## src/rtl/lzc_iter.sv

```systemverilog
// Iterative leading-digit counter: scans a WIDTH-bit operand CHUNK bits per
// cycle, MSB first, returning the normalisation shift count and a no-match flag.
module lzc_iter #(
   parameter int WIDTH = 158,
   parameter int CHUNK = 32,
   localparam int NCH = (WIDTH + CHUNK - 1) / CHUNK,
   localparam int CW = $clog2(WIDTH)
) (
   input  logic             clk,
   input  logic             reset_n,
   input  logic             start,
   input  logic             mode,
   input  logic [WIDTH-1:0] sum,
   input  logic             flush,
   output logic             ready,
   output logic             done,
   output logic [CW-1:0]    normcnt,
   output logic             sumzero
);
   localparam int TW = NCH * CHUNK;
   localparam int KW = (NCH > 1) ? $clog2(NCH) : 1;

   typedef enum logic {IDLE, SCAN} state_t;

   state_t          state;
   logic [KW-1:0]   k;
   logic [TW-1:0]   vreg;
   logic [TW-1:0]   vin;
   logic [CHUNK-1:0] cur;
   logic [CW-1:0]   p;
   logic [CW-1:0]   base;
   logic            hit;
   logic            last;

   assign ready = (state == IDLE);

   // Operand is left-aligned so the last chunk carries zero padding at the LSB end.
   always_comb begin
      vin = '0;
      vin[TW-1 -: WIDTH] = mode ? ~sum : sum;
   end

   // The chunk under test is always the top of vreg; vreg shifts up each step.
   assign cur = vreg[TW-1 -: CHUNK];

   always_comb begin
      hit = 1'b0;
      p   = '0;
      for (int i = 0; i < CHUNK; i++) begin
         if (!hit && cur[CHUNK-1-i]) begin
            hit = 1'b1;
            p   = CW'(i);
         end
      end
   end

   assign base = CW'(int'(k) * CHUNK);
   assign last = (k == KW'(NCH - 1));

   always_ff @(posedge clk) begin
      if (!reset_n) begin
         state   <= IDLE;
         k       <= '0;
         vreg    <= '0;
         done    <= 1'b0;
         normcnt <= '0;
         sumzero <= 1'b0;
      end else begin
         done <= 1'b0;
         case (state)
            IDLE: begin
               if (start) begin
                  vreg  <= vin;
                  k     <= '0;
                  state <= SCAN;
               end
            end
            SCAN: begin
               if (flush) begin
                  state <= IDLE;
               end else if (hit) begin
                  normcnt <= base + p;
                  sumzero <= 1'b0;
                  done    <= 1'b1;
                  state   <= IDLE;
               end else if (last) begin
                  // Saturated count; sumzero tells it apart from a bit-0 match.
                  normcnt <= CW'(WIDTH - 1);
                  sumzero <= 1'b1;
                  done    <= 1'b1;
                  state   <= IDLE;
               end else begin
                  k    <= k + KW'(1);
                  vreg <= vreg << CHUNK;
               end
            end
            default: state <= IDLE;
         endcase
      end
   end
endmodule

```

## config.mk

```make
export PLATFORM = sky130hd
export DESIGN_NAME = lzc_iter
export DESIGN_NICKNAME = d
export VERILOG_FILES = /design/src/rtl/lzc_iter.sv
export SDC_FILE = /design/constraint.sdc
export NUM_CORES = 1
export LEC_CHECK = 0
export CAP_MARGIN = 15
export CORE_MARGIN = 8
export CORE_UTILIZATION = 48
export DETAILED_ROUTE_END_ITERATION = 16
export PLACE_DENSITY = 0.83
export SYNTH_ARGS = -nofsm -noshare
export SYNTH_HDL_FRONTEND = slang
export SYNTH_SLANG_ARGS = --single-unit
```

## constraint.sdc

```tcl
create_clock -name clk -period 2.4 [get_ports clk]
set_input_delay 0.36 -clock clk [delete_from_list [all_inputs] [get_ports clk]]
set_output_delay 0.36 -clock clk [all_outputs]
set_load 0.02 [all_outputs]
```

==> results.yml <==
logic_synthesis:
  post-synth-top-area-fraction_pct: 37.6
  syn_nets: 1298
  netlist_area_before_placement_um2: 9160
  postSynth.asyncResetShare_pct: 0
  main_flop_type_after_synthesis: "sky130_fd_sc_hd__dfxtp_1"
  synth.largest_area_cell: "sky130_fd_sc_hd__dfxtp_1"
  postSynthRegisterBits: 172
  syn_inst: 1133
  synth_enable_flop_cells: 0
  synth.yosys.warnings: 0
  ys_seq_area_share_pct: 37.6
  ys_types: 39
  syn_area_per_cell_um2: 8.09
  synthTopCellsByArea: "sky130_fd_sc_hd__dfxtp_1 38%, sky130_fd_sc_hd__xnor2_1 15%, sky130_fd_sc_hd__o211ai_1 10%"
critical_path:
  crit_fanout: 4
  arrival_ns: 2.64
  reg2reg_to: "k[2]"
  critPathLaunch: "k[1]"
  reg2reg_setup_slack_ns: 0.08
  setup.worst_path.start_class: "flop"
  cp_num_cells: 8
  timing.critical_path.to_type: "flop"
  critical_path_cell_sequence: "inv_1 -> ha_1 -> nand2_1 -> nand4_1 -> or4_4 -> buf_4 -> or4_1 -> o311ai_0"
  cp.required_ns: 2.72
  reg2reg_from: "k[1]"
  timing.critical_path.max_delay_family: "simple AND/OR/NAND/NOR gates"
  crit_slowest_cell: "sky130_fd_sc_hd__or4_4"
  criticalPathCategory: "reg2reg"
  critPathMaxStageDelay_ns: 0.61
  crit_buf_inv: 2
  worstRegToRegCells: 8
  endpoint: "k[2]"
power_and_ir_drop:
  p_leak_nw: 4.08
  finalPower_mw: 7.43
  max-vdd-ir-drop_v: 0.000475
  cellPowerDensity_nw_per_um2: 632
clock_network:
  ctsLongestPathBuffers: 2
  tritoncts.num_buffers: 17
  number_of_hold_repair_buffers_added_at_the_cts_stage: 0
  cts_setup_buffers: 0
  clk-insertion-delay-late_ns: 0.43
  cts_tree: "built"
  clkTransAtPathRegs_ns: 0.07
  clock_sink_count: 172
  htreeDepth: 4
  clock_root_buffer: "sky130_fd_sc_hd__clkbuf_16"
sta:
  min_period_ns: 2.32
  max_slew.worst_pin.slew_ns: 0.768
  top_achievable_clock_speed_mhz: 431
  rsz0062_at_grt: "false"
  worst_rel_slew_slack_pct: 48.8
  finalHoldViolations: 0
  final_critical_path_setup_slack_ns: 0.0776
  timing_max_transition_violations_final: 0
  setup_violations: 0
  min_period_over_period_pct: 96.8
  setup_total_negative_slack_ns: 0
  finalHoldWorstSlack_ns: 0.376
  fin_clk_skew_ns: 0.0111
finish:
  register_area_um2: 3440
  num_antenna_cells: 0
  total_nets_final: 1414
  fillers: 1542
  multiInputGateArea_um2: 5170
  mostFrequentLayoutCells: "172 x sky130_fd_sc_hd__dfxtp_1, 171 x sky130_fd_sc_hd__clkdlybuf4s50_1, 163 x sky130_fd_sc_hd__nand3_1"
  final_common_cell: "sky130_fd_sc_hd__dfxtp_1"
  area_growth_pct: 28.3
  drive_gt1_share_pct: 6.81
drt:
  drc: 0
  post_drt_via_cell_ratio: 5.57
  ant_nets: 0
  sum_of_routed_wire_length_over_all_layers_um: 24100
  routedWlPerCell_um: 16.1
  routed-via-count: 8330
  drt_pass1_iterations: 5
  dr.first_iter.drc_count: 768
global_routing:
  grt_max_degree: 174
  grt_antenna_before_repair: 1
  globalRouteTotalUtil_pct: 19.0
  grt_first_pass_wirelength_um: 37500
  global_route_total_overflow: 0
  first_global_vias: 7719
hold_path:
  timing.hold.worst.class: "in2reg"
  worstHoldStart: "reset_n"
place:
  portBuffers: 173
  hpwlAfterDp_um: 16800
  dp_worst_setup_slack_ns: 0.0305
  routabilityCongestion: 0.875
floorplanning:
  dieWidth_um: 154
  floorplan.core_area_um2: 18700
  overall_die_height_um: 154
  number_of_rows_created_at_floorplan: 50
  floorplan.io_pins: 174
  initial_utilization_pct: 49.0
  design.die.area_um2: 23800
run:
  max_cap_viol_count: 0
outcome:
  run_status: "finished, final reports clean"
==> metal layers <==
layer	wire length [um]	track usage, %	up-vias
met3	1580	5.33	26
met5	9	0	-
li1	-	-	4259
met4	348	6.53	2
met1	11400	25.0	3804
met2	10800	29.3	239
==> flip-flops by register name, indices dropped and copies added, names as in the netlist <==
name	flops
sumzero	1
vreg	158
state	1
done	1
k	3
normcnt	8
==> cells by family (layout without fill, tap and decap cells) <==
| group | count (synthesis) | count (layout) | synth area share [%] |
|---|---|---|---|
| flops | 172 | 172 | 37.6 |
| buf+inv | 128 | 255 | 6.72 |
| mux | 2 | 2 | 0.218 |
| xor+xnor | 158 | 158 | 15.1 |
| simple gates | 356 | 356 | 17.9 |
| compound gates | 315 | 317 | 22.2 |
| fa+ha+maj | 2 | 2 | 0.273 |
==> worst min-delay path by stage <==
| stage | end | slack [ns] | cells after the start |
|---|---|---|---|
| after detailed placement | vreg[136] | 0.45 | 2 |
| after global routing | k[1] | 0.40 | 3 |
| after floorplan | vreg[100] | 0.44 | 2 |
| after global placement | vreg[136] | 0.45 | 2 |
| final | vreg[54] | 0.38 | 3 |
| after CTS | k[1] | 0.35 | 3 |
==> worst register-to-register path, delay by kind of cell (launching register included) <==
family                   cells  cell delay [ns]
buffers and inverters        2             0.23
AO/OA/AOI/OAI                1             0.11
adder cells (fa/ha/maj)      1             0.17
flip-flops                   1             0.39
AND/OR/NAND/NOR              4             1.31
==> report_power, final <==
part	switching (mW)	internal, mW
logic	0.812	0.807
registers	0.153	3.08
clock network	1.17	1.41
total	2.14	5.30
==> stage by stage <==
step / std cells / cell area [um2] / utilization, %
2_1_floorplan: 1133 / 9180 / -
6_report: 1496 / 11800 / 62.9
3_5_place_dp: 1458 / 11000 / 59.1
4_1_cts: 1490 / 11600 / 62.1
3_3_place_gp: 1458 / 11000 / 59.1
5_1_grt: 1496 / 11800 / 62.9
==> synth_stat cells, drive strengths merged (2+ instances only) <==
cell / number
dfxtp: 172
xnor2: 158
buf: 48
o211ai: 126
o21ai: 131
clkbuf: 71
a21oi: 7
nand3: 163
mux2i: 2
ha: 2
nor2: 20
a211oi: 3
o22ai: 3
nand4: 4
nand2b: 4
or4: 2
nor2b: 4
inv: 9
o31ai: 36
nor4b: 2
nand2: 143
nor4: 7
nor3: 5
==> area by class of cell <==
type	count	share of cell area [%]
multi-input cells	835	44.0
flip-flops and latches	172	29.3
repair buffers	214	19.2
clock buffers	20	3.97
well taps	234	2.49
clock inverters	12	0.777
inverters	9	0.330
==> what timing repair did <==
item / 4_1_cts / 5_1_grt
cloned: 0 / 6
endpoints found under the setup margin: 1 / 32
resized for setup: 1 / 3
pin swaps: 0 / 3
(Power assumes the default switching activity.)
